**config.mk**
```make
export PLATFORM = sky130hd
export DESIGN_NAME = led_row_scanner_flat
export DESIGN_NICKNAME = d
export VERILOG_FILES = /design/src/rtl/led_row_scanner_if.sv /design/src/rtl/led_row_scanner.sv /design/src/flat_wrapper.sv
export SDC_FILE = /design/constraint.sdc
export NUM_CORES = 1
export LEC_CHECK = 0
export BUFFER_PORTS_ARGS = -buffer_cell sky130_fd_sc_hd__buf_2
export CORE_UTILIZATION = 54
export DETAILED_ROUTE_END_ITERATION = 6
export GPL_TIMING_DRIVEN = 1
export PLACE_DENSITY = 0.88
export SETUP_SLACK_MARGIN = 0.4
export SLEW_MARGIN = 20
export SYNTH_ARGS = -nofsm -noshare
export SYNTH_HDL_FRONTEND = slang
export SYNTH_SLANG_ARGS = --single-unit
```
**constraint.sdc**
```tcl
create_clock -name clk -period 2.4 [get_ports clk]
set_clock_uncertainty 0.1 [all_clocks]
set_input_delay 0.36 -clock clk [delete_from_list [all_inputs] [get_ports clk]]
set_output_delay 0.36 -clock clk [all_outputs]
set_load 0.03 [all_outputs]
```
**src/rtl/led_row_scanner_if.sv**
```systemverilog
`default_nettype none
// ============================================================================
// Module      : led_row_scanner_if
// Description : Frame handshake between the cell array (master) and the LED
//               row scanner (slave). A frame transfers on a clock edge where
//               frame_valid & frame_ready are both high.
// Signals     : frame_valid  master -> slave  frame_data holds a frame
//               frame_data   master -> slave  N_ROWS*N_COLS bits; row r is
//                                             bits [r*N_COLS +: N_COLS]
//               frame_ready  slave -> master  scanner accepts frame_data
// Revision    : 1.0  initial release
// ============================================================================
interface led_row_scanner_if #(
   parameter int N_ROWS = 4,
   parameter int N_COLS = 8
) ();

   logic                       frame_valid;
   logic [N_ROWS*N_COLS-1:0]   frame_data;
   logic                       frame_ready;

   modport master (
      output frame_valid,
      output frame_data,
      input  frame_ready
   );

   modport slave (
      input  frame_valid,
      input  frame_data,
      output frame_ready
   );

endinterface : led_row_scanner_if
`default_nettype wire

```
**src/rtl/led_row_scanner.sv**
```systemverilog
`default_nettype none
// ============================================================================
// Module      : led_row_scanner
// Description : Time-multiplexed row scanner for the LED matrix. Cycles a row
//               index/enable into a downstream row decoder and presents the
//               column pattern of the lit row. A whole-frame snapshot is
//               taken through a valid/ready handshake, only at a frame
//               boundary, so a frame is never shown half-updated.
// Macro       : LED_ROW_SCANNER_BLANK_EN - when defined, each row is preceded
//               by BLANK_CYCLES dark cycles; when undefined the blanking
//               phase is compiled out and rows follow back to back.
// Ports       : clk          system clock, rising edge
//               rst_n        asynchronous active-low reset
//               ena          scan enable
//               frame_if     slave side of the frame handshake
//               row_sel      row index to the decoder input
//               row_ena      decoder enable (row lit)
//               col_data     column pattern for the lit row
//               frame_start  pulse on the first lit cycle of row 0
// Revision    : 1.0  initial release
// ============================================================================
module led_row_scanner #(
   parameter  int N_ROWS       = 4,
   parameter  int N_COLS       = 8,
   parameter  int DRIVE_CYCLES = 1000,
   parameter  int BLANK_CYCLES = 16,
   localparam int ROW_W        = (N_ROWS > 1) ? $clog2(N_ROWS) : 1
) (
   input  wire logic               clk,
   input  wire logic               rst_n,
   input  wire logic               ena,
   led_row_scanner_if.slave        frame_if,
   output logic [ROW_W-1:0]        row_sel,
   output logic                    row_ena,
   output logic [N_COLS-1:0]       col_data,
   output logic                    frame_start
);

   localparam int FB_W    = N_ROWS * N_COLS;
   localparam int CNT_MAX = (DRIVE_CYCLES > BLANK_CYCLES) ? DRIVE_CYCLES : BLANK_CYCLES;
   localparam int CNT_W   = (CNT_MAX > 1) ? $clog2(CNT_MAX) : 1;

   typedef enum logic [1:0] {
      IDLE  = 2'd0,
`ifdef LED_ROW_SCANNER_BLANK_EN
      BLANK = 2'd1,
`endif
      DRIVE = 2'd2
   } state_t;

   state_t             state_q, state_d;
   logic [CNT_W-1:0]   cnt_q,   cnt_d;
   logic [ROW_W-1:0]   row_q,   row_d;
   logic [FB_W-1:0]    fb_q;

   logic               drive_last;
   logic               row_last;
   logic [ROW_W-1:0]   row_next;
   logic               ready;

   assign drive_last = (cnt_q == CNT_W'(DRIVE_CYCLES - 1));
   assign row_last   = (row_q == ROW_W'(N_ROWS - 1));
   assign row_next   = row_last ? '0 : row_q + ROW_W'(1);

   // ------------------------------------------------------------------------
   // State register
   // ------------------------------------------------------------------------
   always_ff @(posedge clk or negedge rst_n) begin
      if (!rst_n) begin
         state_q <= IDLE;
         cnt_q   <= '0;
         row_q   <= '0;
      end else begin
         state_q <= state_d;
         cnt_q   <= cnt_d;
         row_q   <= row_d;
      end
   end

   // ------------------------------------------------------------------------
   // Next state and output decode
   // ------------------------------------------------------------------------
   always_comb begin
      state_d     = state_q;
      cnt_d       = cnt_q;
      row_d       = row_q;
      row_ena     = 1'b0;
      col_data    = '0;
      frame_start = 1'b0;
      ready       = 1'b0;
      row_sel     = row_q;

      case (state_q)
         IDLE: begin
            ready = 1'b1;
            if (ena) begin
`ifdef LED_ROW_SCANNER_BLANK_EN
               state_d = BLANK;
`else
               state_d = DRIVE;
`endif
               cnt_d = '0;
               row_d = '0;
            end
         end

`ifdef LED_ROW_SCANNER_BLANK_EN
         BLANK: begin
            if (!ena) begin
               state_d = IDLE;
               cnt_d   = '0;
               row_d   = '0;
            end else if (cnt_q == CNT_W'(BLANK_CYCLES - 1)) begin
               state_d = DRIVE;
               cnt_d   = '0;
            end else begin
               cnt_d = cnt_q + CNT_W'(1);
            end
         end
`endif

         DRIVE: begin
            row_ena     = 1'b1;
            col_data    = fb_q[row_q*N_COLS +: N_COLS];
            frame_start = (row_q == '0) && (cnt_q == '0);
            // Last lit cycle of the last row is the only frame boundary.
            ready       = row_last && drive_last;
            if (!ena) begin
               state_d = IDLE;
               cnt_d   = '0;
               row_d   = '0;
            end else if (drive_last) begin
`ifdef LED_ROW_SCANNER_BLANK_EN
               state_d = BLANK;
`else
               state_d = DRIVE;
`endif
               cnt_d = '0;
               row_d = row_next;
            end else begin
               cnt_d = cnt_q + CNT_W'(1);
            end
         end

         default: begin
            state_d = IDLE;
            cnt_d   = '0;
            row_d   = '0;
         end
      endcase
   end

   assign frame_if.frame_ready = ready;

   // ------------------------------------------------------------------------
   // Frame buffer: a load at the wrap edge is already visible to row 0.
   // ------------------------------------------------------------------------
   always_ff @(posedge clk or negedge rst_n) begin
      if (!rst_n) begin
         fb_q <= '0;
      end else if (frame_if.frame_valid && ready) begin
         fb_q <= frame_if.frame_data;
      end
   end

endmodule : led_row_scanner
`default_nettype wire

```
**src/flat_wrapper.sv**
```systemverilog
// flat-port wrapper written by rule: the top's interface ports become plain ports
module led_row_scanner_flat 
#(
   parameter  int N_ROWS       = 4,
   parameter  int N_COLS       = 8,
   parameter  int DRIVE_CYCLES = 1000,
   parameter  int BLANK_CYCLES = 16,
   localparam int ROW_W        = (N_ROWS > 1) ? $clog2(N_ROWS) : 1
)
  (clk, rst_n, ena, row_sel, row_ena, col_data, frame_start, frame_if_frame_valid, frame_if_frame_data, frame_if_frame_ready);
  led_row_scanner_if #(.N_ROWS(N_ROWS), .N_COLS(N_COLS)) frame_if_i ();
  input  wire logic clk;
  input  wire logic rst_n;
  input  wire logic ena;
  output logic [ROW_W-1:0] row_sel;
  output logic row_ena;
  output logic [N_COLS-1:0] col_data;
  output logic frame_start;
  input wire logic [$bits(frame_if_i.frame_valid)-1:0] frame_if_frame_valid;
  input wire logic [$bits(frame_if_i.frame_data)-1:0] frame_if_frame_data;
  output wire logic [$bits(frame_if_i.frame_ready)-1:0] frame_if_frame_ready;
  assign frame_if_i.frame_valid = frame_if_frame_valid;
  assign frame_if_i.frame_data = frame_if_frame_data;
  assign frame_if_frame_ready = frame_if_i.frame_ready;
  led_row_scanner #(.N_ROWS(N_ROWS), .N_COLS(N_COLS), .DRIVE_CYCLES(DRIVE_CYCLES), .BLANK_CYCLES(BLANK_CYCLES)) u_core (.clk(clk), .rst_n(rst_n), .ena(ena), .frame_if(frame_if_i), .row_sel(row_sel), .row_ena(row_ena), .col_data(col_data), .frame_start(frame_start));
endmodule
```
Word-level counts from Yosys, hierarchy flattened

Cells that the tools add are included.

Word-level logic and storage cells: 36
Output and inout bits: 13
Register bits after elaboration: 46

Mux-type cells: 17
Eq/ne operators: 5
Shifts and indexed selects: 1
Reduce and logical (&&, ||, !) cells: 7
$add $sub $neg: 2

Operators by type and width:

| cell                                                             | number |
|---|---|
| 32-bit by 6-bit variable part select with 8-bit output           | 1 |
| 10-bit two-way mux                                               | 3 |
| 10-bit case mux with 2 select lines                              | 1 |
| 2-bit two-way mux                                                | 7 |
| 10-bit by 1-bit adder with 10-bit output (second input constant) | 1 |
| 10-bit equality test (second input constant)                     | 1 |
| 10-bit logical NOT                                               | 1 |
| 8-bit two-way mux                                                | 1 |
| 2-bit case mux with 2 select lines                               | 2 |
| 2-bit equality test (second input constant)                      | 2 |
| 2-bit logical NOT                                                | 2 |
| 1-bit logical AND                                                | 3 |
| 3-bit by 2-bit != test with 1-bit output (second input constant) | 1 |
| 2-bit by 1-bit adder with 2-bit output (second input constant)   | 1 |
| 1-bit two-way mux                                                | 2 |
| 2-bit != test (second input constant)                            | 1 |
| 1-bit case mux with 2 select lines                               | 1 |
| 2-bit AND reduction                                              | 1 |

Longest topological paths before layout

Gate-level depths: netlist of the first run.

Word-level depth: 5
Gate-level depth with buffers: 6

Worst setup path after synthesis of the first run

No wires, ideal clock.

Kind: reg2out
Start point: reg u_core.state_q[1]
End point: out frame_start
Data arrival time: 1.706 ns
Setup slack: 0.234 ns
Buffers on the path: 2
Data required time: 1.940 ns
Stages on the path, launching flop included: 5
Path through: dfrtp_1 > clkbuf_1 > clkbuf_1 > nand2_1 > nor3_1

Longest elaborated chain between the ends: 2

RTL lines:

| element                | RTL line              | source |
|---|---|---|
| start, declared        | led_row_scanner.sv:51 | `state_t state_q, state_d;` |
| start signal, assigned | led_row_scanner.sv:74 | `state_q <= state_d;` |
| 2-bit equality test    | led_row_scanner.sv:93 | `case (state_q)` |
| 1-bit two-way mux      | led_row_scanner.sv:93 |  |
| end, declared          | flat_wrapper.sv:18    | `output logic frame_start;` |

No other way between the ends.

Final worst setup path of the first run

Start point: reg u_core.row_q[0], in the netlist u_core.row_sel[0]
End point: out col_data[2]

Longest elaborated chain between the ends: 2

RTL lines:

| element                                                | RTL line               | source |
|---|---|---|
| start, declared                                        | led_row_scanner.sv:53  | `logic [ROW_W-1:0] row_q, row_d;` |
| start signal, assigned                                 | led_row_scanner.sv:76  | `row_q <= row_d;` |
| 32-bit by 6-bit variable part select with 8-bit output | led_row_scanner.sv:124 | `col_data = fb_q[row_q*N_COLS +: N_COLS];` |
| 8-bit two-way mux                                      | led_row_scanner.sv:93  |  |
| end, declared                                          | flat_wrapper.sv:17     | `output logic [N_COLS-1:0] col_data;` |

No other way between the ends.

==> impl_metrics.ini, run 1 <==
[run_status]
status = complete, no violations

[drt]
via_per_inst = 6.38
wl_per_cell_um = 24.3
drc = 0
drt_iter0_drc = 192
drt_pass1_iterations = 4
detail-route-antenna-nets = 0
wl_mm = 6.99
vias = 1837

[global_route]
grt-busiest-layer = met2
grt_overflow_total = 0
antenna_found_initial = 0
grtUsageMet1_pct = 31.2
grt_use_met3_pct = 5.69
grt_pass1_vias = 1834
grtUsageMet2_pct = 49.7
grt_pass1_wl_mm = 8.74
grt.total_usage_pct = 28.0
grt_max_degree = 29

[cts]
cts.path.max_buffers = 2
htreeDepth = 2
clk_pin_slew_worst_paths_ns = 0.09
cts_buffers = 5
cts_root_buf = clkbuf_8
cts.sinks = 45
clock_latency_ns = 0.31
cts_tree = yes

[sta]
finalHoldViolCount = 0
fin_setup_tns_ns = 0
clock.fmax_mhz = 456
slew-limit-headroom_pct = 54.4
rsz0062_at_grt = true
tightest_slew_ns = 0.681
min_period_ns = 2.19
drv_slew = 0
holdWs_ns = 0.132
setup_violations = 0
min_period_over_period_pct = 91.4

[logic_synthesis]
synth_top_flop_cell = dfrtp_1
synth_nets = 216
async_reset_ff_share_pct = 100
synth_edf_count = 0
syn_area_sq_mm = 0.00223
synth-seq-area-share_pct = 50.6
avgSynthCellArea_sq_um = 12.7
ys.warnings.count = 0
synth-seq-cells = 45
netlist_top_cells_area = dfrtp_1 51%, mux2_2 12%, mux4_2 8.1%
yosysTopAreaCellShare_pct = 50.6
yosysTopAreaCell = dfrtp_1
synthDistinctLibCells = 32
synthCells = 176

[setup_path]
crit_buf_inv = 2
cp_max_fo = 5
critPathSlowestCell = mux4_2
critPathRequiredTime_ns = 1.94
critPathTopFamily = multiplexers
cp-start-kind = register
cpPeakStageDelay_ns = 0.52
end_kind = output pin
crit_arrival_ns = 1.73
rrSetupSlack_ns = 0.22
criticalPathCategory = register to output pin
cp_cell_sequence = buf_8, mux4_2, and2_4, buf_6

[flow_run]
max_cap_viol_count = 0

[power]
power_density_mw_per_mm2 = 583
power_uw = 1780
total_leakage_power_uw = 0.00139
ir_worst_vdd_v = 0.000632

[finish]
layout.cells.most_common = dfrtp_1
mostFrequentLayoutCells = 44 x dfrtp_1, 38 x buf_2, 32 x mux2_4, 14 x nand2_1
drive_gt1_share_pct = 55.0
final_util_pct = 80.4
syn_to_final_growth_pct = 37.1
final_nets = 279
antenna_cells = 0
layoutNonFillerInstCount = 288

[hold_path]
hp-class = primary input to register

[floorplanning]
start_util_pct = 58.6
core.rowCount = 22
ios = 49
die_w_um = 66.2
coreArea_sq_mm = 0.00380
die_area_sq_mm = 0.00439
fp.dieH_um = 66.2

[placement]
dpl.hpwl_mm = 3.23
gp_congestion = 0.827
numPortBuffers = 48
dp_cells = 266
[routing by layer]
| layer | wire [um] | vias up |
|---|---|---|
| met5 | 0 | - |
| met4 | 331 | 0 |
| met3 | 561 | 30 |
| met2 | 3640 | 127 |
| met1 | 2460 | 914 |
| li1 | - | 766 |
[final timing paths]
check                                  start                 to  depth (start not counted)
max                        u_core.row_sel[0]        col_data[2]                          4
min                                      ena  u_core.state_q[1]                          1
max reg2reg                  u_core.cnt_q[1]     u_core.fb_q[5]                          8
min reg2reg                  u_core.fb_q[16]    u_core.fb_q[16]                          1
max in group asynchronous              rst_n    u_core.cnt_q[4]                          3
min in group asynchronous              rst_n  u_core.row_sel[0]                          2
[state kept, by name (all words and copies together) (netlist names)]
signal,cells
u_core.row_sel,2
u_core.fb_q,32
u_core.state_q,1
u_core.cnt_q,10
[Yosys cell counts, drive strengths merged, types with 2 or more instances]
cell type  number
and2            9
o21ai          12
ha              4
nor2            2
mux4            8
nor3            3
nor4            4
mux2           32
clkbuf          4
nand2          15
xnor2           2
a21oi           5
nand4           4
nand3           3
buf             7
inv             5
dfrtp          45
[logic make-up (layout without fill, tap and decap cells)]
family | after synthesis | in the layout | share of synthesized area, %
adders and majority gates | 4 | 4 | 2.25
buffers and inverters | 16 | 80 | 3.93
xor gates and xnor gates | 2 | 2 | 0.787
DFF | 45 | 45 | 50.6
AOI/OAI and AO/OA | 24 | 24 | 6.97
and+or+nand+nor | 45 | 45 | 11.2
muxes | 40 | 40 | 24.3
[where the power goes]
group          total, uW  switching, uW  internal (uW)
Combinational        404            162            242
Sequential           906           65.0            841
Clock                472            267            205
[layout make-up]
cell class / count / area [sq um]
timing repair buffer: 67 / 558
multi-input combinational: 115 / 1200
sequential: 45 / 1130
tap: 48 / 60.1
fill: 203 / 744
clock inverter: 2 / 15.0
inverter: 5 / 21.3
clock buffer: 6 / 72.6
[what timing repair did]
action / CTS / global route
buffers inserted: 8 / 2
endpoints found under the setup margin: 42 / 42
hold buffers: 1 / 0
pin swaps: 4 / 5
hold endpoints to repair: 26 / 0
gates resized for setup: 31 / 47
cloned: 2 / 1
[through the flow]
| step | setup WS (ns) | cell area (sq um) |
|---|---|---|
| floorplan | 0.465 | 2240 |
| global placement | 0.401 | 2510 |
| detailed placement | 0.333 | 2510 |
| CTS | 0.262 | 2850 |
| global route | 0.187 | 3050 |
| finish | 0.206 | 3050 |
[worst reg2reg max path, stage by stage, from the launching register on]
cell and delay, ns:
dfrtp_1 0.43, ha_2 0.22, and4bb_2 0.28, nand4_4 0.10, a21boi_4 0.21, buf_6 0.15
buf_12 0.10, buf_12 0.14, mux2_4 0.33
Note: power is estimated with default switching activity, not from simulation.
==> run 2: changes to the inputs <==
--- a/config.mk
+++ b/config.mk
@@ -6,10 +6,12 @@
 export NUM_CORES = 1
 export LEC_CHECK = 0
 export BUFFER_PORTS_ARGS = -buffer_cell sky130_fd_sc_hd__buf_2
-export CORE_UTILIZATION = 54
+export CELL_PAD_IN_SITES_DETAIL_PLACEMENT = 0
+export CELL_PAD_IN_SITES_GLOBAL_PLACEMENT = 1
+export CORE_UTILIZATION = 43
 export DETAILED_ROUTE_END_ITERATION = 6
 export GPL_TIMING_DRIVEN = 1
-export PLACE_DENSITY = 0.88
+export PLACE_DENSITY_LB_ADDON = 0.1
 export SETUP_SLACK_MARGIN = 0.4
 export SLEW_MARGIN = 20
 export SYNTH_ARGS = -nofsm -noshare
==> impl_metrics.ini, run 2 (synthesized netlist as in run 1, its figures left out) <==
[floorplanning]
coreArea_sq_mm = 0.00485
start_util_pct = 45.9
core.rowCount = 25
die_area_sq_mm = 0.00547
ios = 49
fp.dieH_um = 74.0
die_w_um = 74.0

[hold_path]
hp-class = primary input to register
min_path_cells = 1
hold_start = ena
hold_path_end = u_core.state_q[1]

[setup_path]
cp-start-kind = register
crit_buf_inv = 2
r2r_cells = 8
critPathRequiredTime_ns = 1.94
r2r_end = u_core.fb_q[4]
cpPeakStageDelay_ns = 0.50
rrSetupSlack_ns = 0.29
critPathTopFamily = multiplexers
crit_arrival_ns = 1.68
cp_max_fo = 7
end_kind = output pin
criticalPathCategory = register to output pin
critPathSlowestCell = mux4_2
r2r_start = u_core.cnt_q[1]
cp_cell_sequence = buf_12, mux4_2, and2_4, buf_6

[global_route]
grt_overflow_total = 0
grt.total_usage_pct = 20.9
grt_pass1_wl_mm = 8.30
grt_max_degree = 29
grt_pass1_vias = 1682
antenna_found_initial = 0

[cts]
clk_pin_slew_worst_paths_ns = 0.08
cts.path.max_buffers = 2
htreeDepth = 2
clock_latency_ns = 0.30
cts_tree = yes
cts_root_buf = clkbuf_8
cts_buffers = 5
cts.sinks = 45

[sta]
finalHoldViolCount = 0
clock.fmax_mhz = 467
min_period_ns = 2.14
min_period_over_period_pct = 89.3
fin_ws_ns = 0.258
rsz0062_at_grt = true
slew-limit-headroom_pct = 50.2
tightest_slew_ns = 0.744
drv_slew = 0
setup_violations = 0
fin_setup_tns_ns = 0

[finish]
top_register = u_core.fb_q
drive_gt1_share_pct = 57.2
design_area_sq_mm = 0.00311
final_nets = 282
multiInputGateArea_sq_mm = 0.00118
antenna_cells = 0
layout.cells.most_common = dfrtp_1
mostFrequentLayoutCells = 43 x dfrtp_1, 38 x buf_2, 16 x mux2_4, 15 x mux2_2, 14 x buf_6
layoutNonFillerInstCount = 310
largest_reg_flops = 32
final_util_pct = 64.1
syn_to_final_growth_pct = 39.4
regArea_sq_mm = 0.00113
nFillCells = 383

[power]
intPower_uw = 1380
clkPwrFrac_pct = 31.4
power_density_mw_per_mm2 = 592
p_sw_uw = 458
pwr-share-comb_pct = 20.2
ir_worst_vdd_v = 0.000352
total_leakage_power_uw = 0.00138
power_frac_seq_pct = 48.4
p_sw_share_pct = 24.9

[drt]
vias = 1698
wl_mm = 5.60
drt_pass1_iterations = 4
drc = 0
wl_per_cell_um = 18.1
drt_iter0_drc = 80
detail-route-antenna-nets = 0
via_per_inst = 5.48

[flow_run]
max_cap_viol_count = 0

[placement]
dp_cells = 285
placed_area_sq_mm = 0.00254
gp_congestion = 0.816
dpl.hpwl_mm = 3.29
dp_slack_ns = 0.322
numPortBuffers = 48

[run_status]
status = complete, no violations
run 2: cell count changes in the layout (fill, tap and decap cells not counted), sizes merged:
cell      change
clkinvlp      -2
clkbuf        +1
bufinv        +1
clkinv        +1
buf           +2
run 2: worst max path at each step:
stage / endpoint / depth (start not counted) / from / slack, ns
3_5_place_dp: u_core.fb_q[5] / 6 / u_core.cnt_q[0] / 0.32
5_1_grt: col_data[7] / 4 / u_core.row_sel[0] / 0.20
3_3_place_gp: u_core.fb_q[2] / 6 / u_core.cnt_q[1] / 0.40
6_report: col_data[7] / 4 / u_core.row_sel[0] / 0.26
4_1_cts: col_data[3] / 4 / u_core.row_sel[0] / 0.26
2_1_floorplan: u_core.fb_q[0] / 6 / u_core.cnt_q[0] / 0.46
run 2: area by class of cell:
type,instances,area share [%]
Inverter,5,0.766
Tap cell,67,2.70
Clock inverter,2,1.25
Multi-Input combinational cell,115,37.9
Clock buffer,6,2.34
Sequential cell,45,36.4
Timing Repair Buffer,70,18.6
run 2: power groups by stage:
stage / Clock [uW] / Sequential, uW / Combinational [uW]
2_1_floorplan: 0 / 884 / 179
3_3_place_gp: 0 / 893 / 250
3_5_place_dp: 0 / 901 / 260
4_1_cts: 588 / 885 / 310
5_1_grt: 616 / 899 / 398
6_report: 577 / 889 / 371
run 2: timing repair:
action	4_1_cts	5_1_grt
buffers inserted	9	4
hold buffers	1	0
pin swaps	7	3
endpoints found under the hold margin	23	0
gates resized for setup	43	26
endpoints found under the setup margin	42	42
gates cloned	1	2
run 2: metal layers:
| layer | vias to the layer above | track usage [%] | wire length [um] |
|---|---|---|---|
| li1 | 770 | - | - |
| met5 | - | 0 | 0 |
| met2 | 70 | 34.5 | 2660 |
| met4 | 0 | 6.41 | 125 |
| met3 | 13 | 4.74 | 327 |
| met1 | 845 | 27.6 | 2490 |
run 2: through the flow:
step / hold WS [ns] / power, uW
floorplan: -0.0356 / 1060
global placement: 0.302 / 1140
detailed placement: 0.319 / 1160
CTS: 0.108 / 1780
global route: 0.121 / 1910
finish: 0.116 / 1840
